### config.mk
export PLATFORM = sky130hd
export DESIGN_NAME = br_resolve_queue
export DESIGN_NICKNAME = d
export VERILOG_FILES = /design/src/rtl/br_resolve_queue.sv
export SDC_FILE = /design/constraint.sdc
export NUM_CORES = 1
export LEC_CHECK = 0
export ABC_AREA = 1
export CAP_MARGIN = 40
export CORE_MARGIN = 4
export CORE_UTILIZATION = 36
export CTS_BUF_LIST = sky130_fd_sc_hd__clkbuf_4 sky130_fd_sc_hd__clkbuf_8
export DETAILED_ROUTE_END_ITERATION = 8
export PLACE_DENSITY = 0.62
export SYNTH_ARGS = -nofsm -noshare
export SYNTH_HDL_FRONTEND = slang
export SYNTH_SLANG_ARGS = --single-unit
### constraint.sdc
create_clock -name CLK -period 10.4 [get_ports CLK]
set_clock_uncertainty 0.2 [all_clocks]
set_input_delay 2.08 -clock CLK [delete_from_list [all_inputs] [get_ports CLK]]
set_output_delay 2.08 -clock CLK [all_outputs]
set_load 0.05 [all_outputs]
### src/rtl/br_resolve_queue.sv
// br_resolve_queue: in-order queue of predicted branches awaiting resolution.
// Fetch pushes each predicted branch. Execute resolves the oldest entry, which
// produces a predictor-update pulse and, on a wrong prediction, a fetch
// redirect that discards all younger (wrong-path) entries.
// Optional feature macro: BR_RESOLVE_STATS_EN adds live br_cnt / miss_cnt
// counters. When it is undefined, both ports exist and read as zero.
// Handshake: push and resolve are single-cycle strobes with no ready signal.
// Occupancy is reported through full/empty/count. A push while full (with no
// pop) is dropped and flagged by overflow. A resolve while empty is dropped and
// flagged by underflow.
module br_resolve_queue #(
  parameter int DEPTH = 4,
  parameter int IDX_W = 4
) (
  input  logic                       CLK,
  input  logic                       nRST,
  input  logic                       push,
  input  logic [IDX_W-1:0]           push_index,
  input  logic                       push_predict,
  input  logic [31:0]                push_target,
  input  logic [31:0]                push_npc,
  input  logic                       resolve,
  input  logic                       resolve_taken,
  input  logic [31:0]                resolve_target,
  input  logic                       flush,
  output logic                       full,
  output logic                       empty,
  output logic [$clog2(DEPTH):0]     count,
  output logic                       upd_br,
  output logic [IDX_W-1:0]           upd_index,
  output logic                       upd_taken,
  output logic [31:0]                upd_target,
  output logic                       mispredict,
  output logic [31:0]                redirect_pc,
  output logic                       overflow,
  output logic                       underflow,
  output logic [31:0]                br_cnt,
  output logic [31:0]                miss_cnt
);

  localparam int PTR_W = (DEPTH > 1) ? $clog2(DEPTH) : 1;
  localparam int CNT_W = $clog2(DEPTH) + 1;

  // Entry storage, one slot per in-flight branch
  logic [IDX_W-1:0] r_idx  [DEPTH];
  logic             r_pred [DEPTH];
  logic [31:0]      r_tgt  [DEPTH];
  logic [31:0]      r_npc  [DEPTH];

  logic [PTR_W-1:0] r_head;
  logic [PTR_W-1:0] r_tail;
  logic [CNT_W-1:0] r_count;

  logic             w_full;
  logic             w_empty;
  logic             w_res_acc;
  logic             w_mis;
  logic             w_push_acc;
  logic             w_ovf;
  logic             w_udf;

  assign w_full  = (r_count == CNT_W'(DEPTH));
  assign w_empty = (r_count == '0);
  assign full    = w_full;
  assign empty   = w_empty;
  assign count   = r_count;

  // A resolve is taken only if there is something to pop and no flush wins
  assign w_res_acc = resolve & ~w_empty & ~flush;

  // Direction wrong, or taken-taken with a stale target
  assign w_mis = (r_pred[r_head] != resolve_taken) |
                 (r_pred[r_head] & resolve_taken & (r_tgt[r_head] != resolve_target));

  // A push survives unless flushed, squashed by a mispredict, or blocked by full
  assign w_push_acc = push & ~flush & ~(w_res_acc & w_mis) & (~w_full | w_res_acc);

  // Error pulses: a resolve on a full queue always frees a slot, so only a lone push overflows
  assign w_ovf = push & w_full & ~resolve & ~flush;
  assign w_udf = resolve & w_empty & ~flush;

  // Write the pushed branch into the tail slot; reset clears every slot
  always_ff @(posedge CLK or negedge nRST) begin
    if (!nRST) begin
      for (int i = 0; i < DEPTH; i++) begin
        r_idx[i]  <= '0;
        r_pred[i] <= 1'b0;
        r_tgt[i]  <= '0;
        r_npc[i]  <= '0;
      end
    end else if (w_push_acc) begin
      r_idx[r_tail]  <= push_index;
      r_pred[r_tail] <= push_predict;
      r_tgt[r_tail]  <= push_target;
      r_npc[r_tail]  <= push_npc;
    end
  end

  // Pointer/count bookkeeping and the registered resolve/error pulses
  always_ff @(posedge CLK or negedge nRST) begin
    if (!nRST) begin
      r_head      <= '0;
      r_tail      <= '0;
      r_count     <= '0;
      upd_br      <= 1'b0;
      upd_index   <= '0;
      upd_taken   <= 1'b0;
      upd_target  <= '0;
      mispredict  <= 1'b0;
      redirect_pc <= '0;
      overflow    <= 1'b0;
      underflow   <= 1'b0;
    end else begin
      upd_br     <= 1'b0;
      mispredict <= 1'b0;
      overflow   <= w_ovf;
      underflow  <= w_udf;

      if (flush || (w_res_acc && w_mis)) begin
        // Everything queued is gone: flush, or wrong-path behind a mispredict
        r_head  <= '0;
        r_tail  <= '0;
        r_count <= '0;
      end else begin
        if (w_res_acc)  r_head <= r_head + 1'b1;
        if (w_push_acc) r_tail <= r_tail + 1'b1;
        r_count <= r_count + CNT_W'(w_push_acc) - CNT_W'(w_res_acc);
      end

      if (w_res_acc) begin
        upd_br     <= 1'b1;
        upd_index  <= r_idx[r_head];
        upd_taken  <= resolve_taken;
        upd_target <= resolve_target;
        if (w_mis) begin
          mispredict  <= 1'b1;
          redirect_pc <= resolve_taken ? resolve_target : r_npc[r_head];
        end
      end
    end
  end

`ifdef BR_RESOLVE_STATS_EN
  logic [31:0] r_br_cnt;
  logic [31:0] r_miss_cnt;

  // Lifetime statistics; only reset clears them, flush does not
  always_ff @(posedge CLK or negedge nRST) begin
    if (!nRST) begin
      r_br_cnt   <= '0;
      r_miss_cnt <= '0;
    end else if (w_res_acc) begin
      r_br_cnt <= r_br_cnt + 32'd1;
      if (w_mis) r_miss_cnt <= r_miss_cnt + 32'd1;
    end
  end

  assign br_cnt   = r_br_cnt;
  assign miss_cnt = r_miss_cnt;
`else
  assign br_cnt   = '0;
  assign miss_cnt = '0;
`endif

endmodule

== Word level (Yosys, flattened, before mapping) ==
Cells that the tools add are included.
Word-level totals
  output and inout bits: 142
  logic and storage cells: 97
  bits in registers: 356
  input bits: 107
Operators by class
  multiplexer cells: 31
  bitwise logic cells: 22
  reduce and logical (&&, ||, !) cells: 7
  eq/ne operators: 3
  add/sub/neg operators: 4
  order comparisons: 3
Operator list (number)
  bitwise mux 128 bit: 2
  two-way mux 32 bit: 6
  binary-select mux 32 bit (select 2 bit): 2
  demux 32 bit (select 2 bit): 1
  inequality test 32 bit: 1
  bitwise mux 16 bit: 1
  bitwise AND 1 bit: 13
  two-way mux 4 bit: 3
  binary-select mux 4 bit (select 2 bit): 1
  demux 4 bit (select 2 bit): 1
  two-way mux 2 bit: 4
  greater-or-equal comparator 3 bit (second input constant): 2
  two-way mux 1 bit: 6
  inverter 2 -> 3 bit: 2
  inverter 1 bit: 5
  adder 2 x 1 -> 2 bit (second input constant): 2
  bitwise mux 4 bit: 1
  nonzero test 2 bit: 2
  adder 3 x 1 -> 3 bit: 1
  equality test 3 bit (second input constant): 1
  logical NOT 3 bit: 1
  less-than comparator 3 x 1 -> 1 bit (second input constant): 1
  two-way mux 3 bit: 1
  subtractor 3 x 1 -> 3 bit: 1
  7 further kinds: 9

== Logic depth before layout (Yosys ltp) ==
  depth in word-level cells: 14
  mapped depth: 24
  depth with buffers taken out: 22

== Least setup slack after synthesis ==
No wires, ideal clock.
  path kind: input port to flip-flop
  start point: in flush
  end point: reg r_count[2], in the netlist count[2]
  path slack: 5852 ps
  library setup time: 73 ps
  arrival time: 4275 ps
  buffers on the path: 1
  stages: 12
  data required time: 10127 ps
  cell sequence: inv_1 nand2_1 nor2_1 nand2_2 buf_2 nand3_1 xor2_1 ha_1 inv_1 fa_1 xor2_1 nor2_1
Between the ends
  cells in the longest elaborated chain, start to end: 9
  elaborated cells on any way between the ends: 13
  those cells by class: add/sub (2); mux (1); bitwise (8); reduce/logical (2)
Ends and longest elaborated chain
  start: declaration: RTL line 25  | input logic flush,
  inverter 1 bit *: RTL line 69  | assign w_res_acc = resolve & ~w_empty & ~flush;
  bitwise AND 1 bit *: RTL line 69
  via w_res_acc: RTL line 56  | logic w_res_acc;
  bitwise AND 1 bit: RTL line 76  | assign w_push_acc = push & ~flush & ~(w_res_acc & w_mis) & (~w_full | w_res_acc);
  inverter 1 bit: RTL line 76
  bitwise AND 1 bit (2 in a row): RTL line 76
  adder 3 x 1 -> 3 bit: RTL line 127  | r_count <= r_count + CNT_W'(w_push_acc) - CNT_W'(w_res_acc);
  subtractor 3 x 1 -> 3 bit: RTL line 127
  two-way mux 3 bit *: RTL line 119  | if (flush || (w_res_acc && w_mis)) begin
  end signal: assignment: RTL line 127
  end: declaration: RTL line 52  | logic [CNT_W-1:0] r_count;
The timed path passes the listed nets; every way through them passes the cells marked *.
A chain may end at the register's enable or synchronous reset.

== Final worst setup path ==
  start point: reg r_head[0]
  end point: reg r_count[2], in the netlist count[2]
Between the ends
  cells in the longest elaborated chain, start to end: 14
  elaborated cells on any way between the ends: 21
  those cells by class: add/sub (2); eq/ne (2); mux (7); bitwise (8); reduce/logical (2)
Ends and longest elaborated chain
  start: declaration: RTL line 50  | logic [PTR_W-1:0] r_head;
  start signal: assignment: RTL line 125  | if (w_res_acc) r_head <= r_head + 1'b1;
  inverter 2 -> 3 bit (implied by the code) *: RTL line 72, 73
  binary-select mux 32 bit (select 2 bit) / binary-select mux 1 bit (select 2 bit) (equally long branches): RTL line 73, 72
  two-way mux 32 bit (implied by the code) / two-way mux 1 bit (equally long branches) (2 in a row): RTL line 73, 72
  inequality test 32 bit / bitwise AND 1 bit (equally long branches): RTL line 73  | (r_pred[r_head] & resolve_taken & (r_tgt[r_head] != resolve_target));
  bitwise AND 1 bit: RTL line 73
  OR 1 bit *: RTL line 72  | assign w_mis = (r_pred[r_head] != resolve_taken) |
  bitwise AND 1 bit: RTL line 76
  inverter 1 bit: RTL line 76
  bitwise AND 1 bit (2 in a row): RTL line 76
  adder 3 x 1 -> 3 bit: RTL line 127
  subtractor 3 x 1 -> 3 bit: RTL line 127
  two-way mux 3 bit *: RTL line 119
Mark *: on every way between the ends. The rest lies on a longest branch, timed or not. The select of a mux whose other input is x is not followed.

==> impl_results.md <==
- Pins Over Slew Limit: 0
- CTS tree: built
- Clock Tree Buf Depth: 3
- Core area: 48800 um2
- Syn. warnings: 0
- Hold WC Path Type: reg2reg
- I/O Buffers: 184
- # hold bufs at CTS: 0
- Crit. End Element: register
- CP top delay family: buffers and inverters
- DRT iter0 DRCs: 2215
- Fmax: 0.176 GHz
- Part of the Yosys area used for sequential elements: 0.502
- Commonest non-fill, non-tap cell in the layout: nand2_1
- RSZ-0062 raised after global routing: no
- Starting Density: 0.363
- First-pass GRT wire length: 96.5 mm
- Avg Inst Size Synth: 7.82 um2
- Worst Path Buf+Inv: 4
- DPL Wire Length: 38.2 mm
- Crit path launch type: register
- Num rows: 81
- Period utilization: 0.547
- Tmin final: 5.69 ns
- Overall routing resource usage: 0.232
- Synth-to-Final Area Change: 20.2%
- Leading post-synthesis cells by cell area: dfrtp_1, nand2_1, nand4_1
- Crit-path max cell delay: 0.72 ns
- Cell Pwr Density: 305 nW/um2
- Clk sinks: 356
- Final setup margin: 4.71 ns
- Setup TNS: 0 ns
- Leakage power: 10.6 nW
- Nets: 2487
- Final setup fails: 0
- Max Fanout on Critical Path: 73
- Slowest-stage cell, CP: buf_4
- Die area: 52900 um2
- Classification of the worst setup path: reg2reg
- Syn Std Cell Area: 17700 um2
- Final Hold Vio Count: 0
- Root buf cell: clkbuf_8
- Wire per inst: 20.5 um
- DRT Wirelength: 63.1 mm
- GR Overflow Total: 0
- CTS Buf Count: 66
- Post-synthesis register bit count: 356
- Most frequent cells in the layout: nand2_1, dfrtp_1, nand4_1, clkdlybuf4s50_1, o21ai_0
- Synth top area share: 0.502
- Vias per cell: 5.46
- Synth unique cells: 24
- Layout cells sized above 1: 0.0703
- DP Worst Slack: 4.25 ns
- Io pins: 249
- Worst-path clk slew: 0.06 ns
- Minimum hold slack: 0.274 ns
- Peak VDD IR: 0.175 mV
- Largest net degree at the start of global routing: 182
- Clock latency on the worst-skew pair: 0.64 ns
- DR vias: 16833
- Htree depth: 3
- GP Congestion: 0.820
- Worst-margin pin slew: 1.07 ns
- Most used cell, CP: nand2_1
- Slew headroom: 0.289
- Vias in the first global route: 15948
- Crit path cell chain: buf_4, buf_4, nand2_1, nand3_1, nand3_1, nand2_1, nand2_1, nor2_1, nand2_1, nor2_1, nand2_1, nand2_1, nand2_1, nand2_2, buf_4, nand3_1, xor2_1, ha_1, inv_1, fa_1, xor2_1, nor2_1
- Post-route DRC: 0
- Area leader, netlist: dfrtp_1
- Worst Path Required: 10.75 ns
- Setup Buffers After CTS: 0
- Cell count after synthesis: 2269
- DIE HEIGHT: 230 um
- Outcome: complete, no violations
- Post_cts resized: 0
- Worst endpoint data arrival time: 6.04 ns
- Post-route ant nets: 0
- Die Width: 230 um
- Max-cap violations: 0
- Initial antenna violation count: 3
- Detailed Routing Iterations Pass 1: 7
Yosys cell counts:
| library cell | instances |
|---|---|
| nor3_1 | 2 |
| inv_2 | 3 |
| a21oi_1 | 2 |
| a21oi_4 | 1 |
| xnor2_1 | 1 |
| dfrtp_1 | 356 |
| nor2_1 | 94 |
| conb_1 | 1 |
| xor2_1 | 3 |
| clkbuf_1 | 130 |
| nand2_1 | 906 |
| inv_1 | 47 |
| buf_6 | 4 |
| nand4_1 | 277 |
| nand2_2 | 1 |
| buf_1 | 1 |
| buf_4 | 80 |
| nand4_2 | 4 |
| ha_1 | 6 |
| o21ai_0 | 170 |
| fa_1 | 1 |
| o22ai_1 | 37 |
| nand3_1 | 106 |
| buf_2 | 36 |
final cells by class:
cell class                      count  area (um2)
Fill cell                        4873       27500
Sequential cell                   356        8910
Multi-Input combinational cell   1675        7610
Timing Repair Buffer              224        2410
Clock buffer                       97        1230
Tap cell                          664         831
Inverter                           50         189
Clock inverter                     15         118
Antenna cell                        2        5.00
kinds of logic (layout without fill, tap and decap cells):
logic type,after synthesis,after routing,synth area share
AO/OA/AOI/OAI,210,210,0.0625
XOR/XNOR,4,4,0.00198
adder cells (fa/ha/maj),7,7,0.00536
buffers and inverters,301,386,0.0848
flip-flops,356,356,0.502
other,1,66,0.000211
AND/OR/NAND/NOR,1390,1390,0.343
worst paths after layout:
| check | end | startpoint | slack, ns | cells past startpoint |
|---|---|---|---|---|
| worst min-delay path | r_npc[76] | r_npc[76] | 0.27 | 2 |
| worst max register to register | count[2] | r_head[0] | 4.71 | 22 |
| worst max-delay path | count[2] | r_head[0] | 4.71 | 22 |
| max in group asynchronous | r_npc[114] | nRST | 7.15 | 2 |
| min in group asynchronous | redirect_pc[12] | nRST | 1.31 | 1 |
| worst min register to register | r_npc[76] | r_npc[76] | 0.27 | 2 |
metrics by stage:
| step | std cells | total power [W] | cell area [um2] | util |
|---|---|---|---|---|
| after floorplan | 2332 | 0.00412 | 18000 | - |
| after global placement | 2953 | 0.00496 | 19600 | 0.401 |
| after detailed placement | 2969 | 0.00509 | 20000 | 0.409 |
| after CTS | 3081 | 0.00651 | 21300 | 0.436 |
| after global routing | 3081 | 0.00691 | 21300 | 0.436 |
| final | 3083 | 0.00650 | 21300 | 0.436 |
power by group:
| part | internal [W] | switching, W | total (W) |
|---|---|---|---|
| Sequential | 0.00198 | 0.000369 | 0.00235 |
| Combinational | 0.000871 | 0.00188 | 0.00275 |
| Clock | 0.000786 | 0.000619 | 0.00140 |
| Total | 0.00364 | 0.00287 | 0.00650 |
registers in the layout (all words and copies together) (netlist names), 2 cells and up:
| signal | cells |
|---|---|
| r_npc | 128 |
| r_tgt | 128 |
| redirect_pc | 32 |
| upd_target | 32 |
| r_idx | 16 |
| r_pred | 4 |
| upd_index | 4 |
| count | 3 |
| r_head | 2 |
| r_tail | 2 |
per-layer routing:
| metal | wire (um) | vias up | track usage |
|---|---|---|---|
| met4 | 1680 | 2 | 0.0767 |
| met1 | 26700 | 8234 | 0.326 |
| li1 | - | 7659 | - |
| met3 | 5690 | 96 | 0.0486 |
| met2 | 29000 | 842 | 0.358 |
| met5 | 13 | - | 0 |
worst register-to-register path: stages (launching register included):
cell	delay, ns
dfrtp_4	0.54
buf_4	0.73
buf_4	0.74
nand2_1	0.11
nand3_1	0.14
nand3_1	0.10
nand2_1	0.08
nand2_1	0.06
nor2_1	0.43
nand2_1	0.11
nor2_1	0.11
nand2_1	0.06
nand2_1	0.09
nand2_1	0.11
nand2_2	0.07
buf_4	0.55
nand3_1	0.30
xor2_1	0.21
ha_1	0.16
inv_1	0.05
fa_1	0.40
xor2_1	0.17
nor2_1	0.10
No activity file was read; power rests on OpenSTA's default activity.
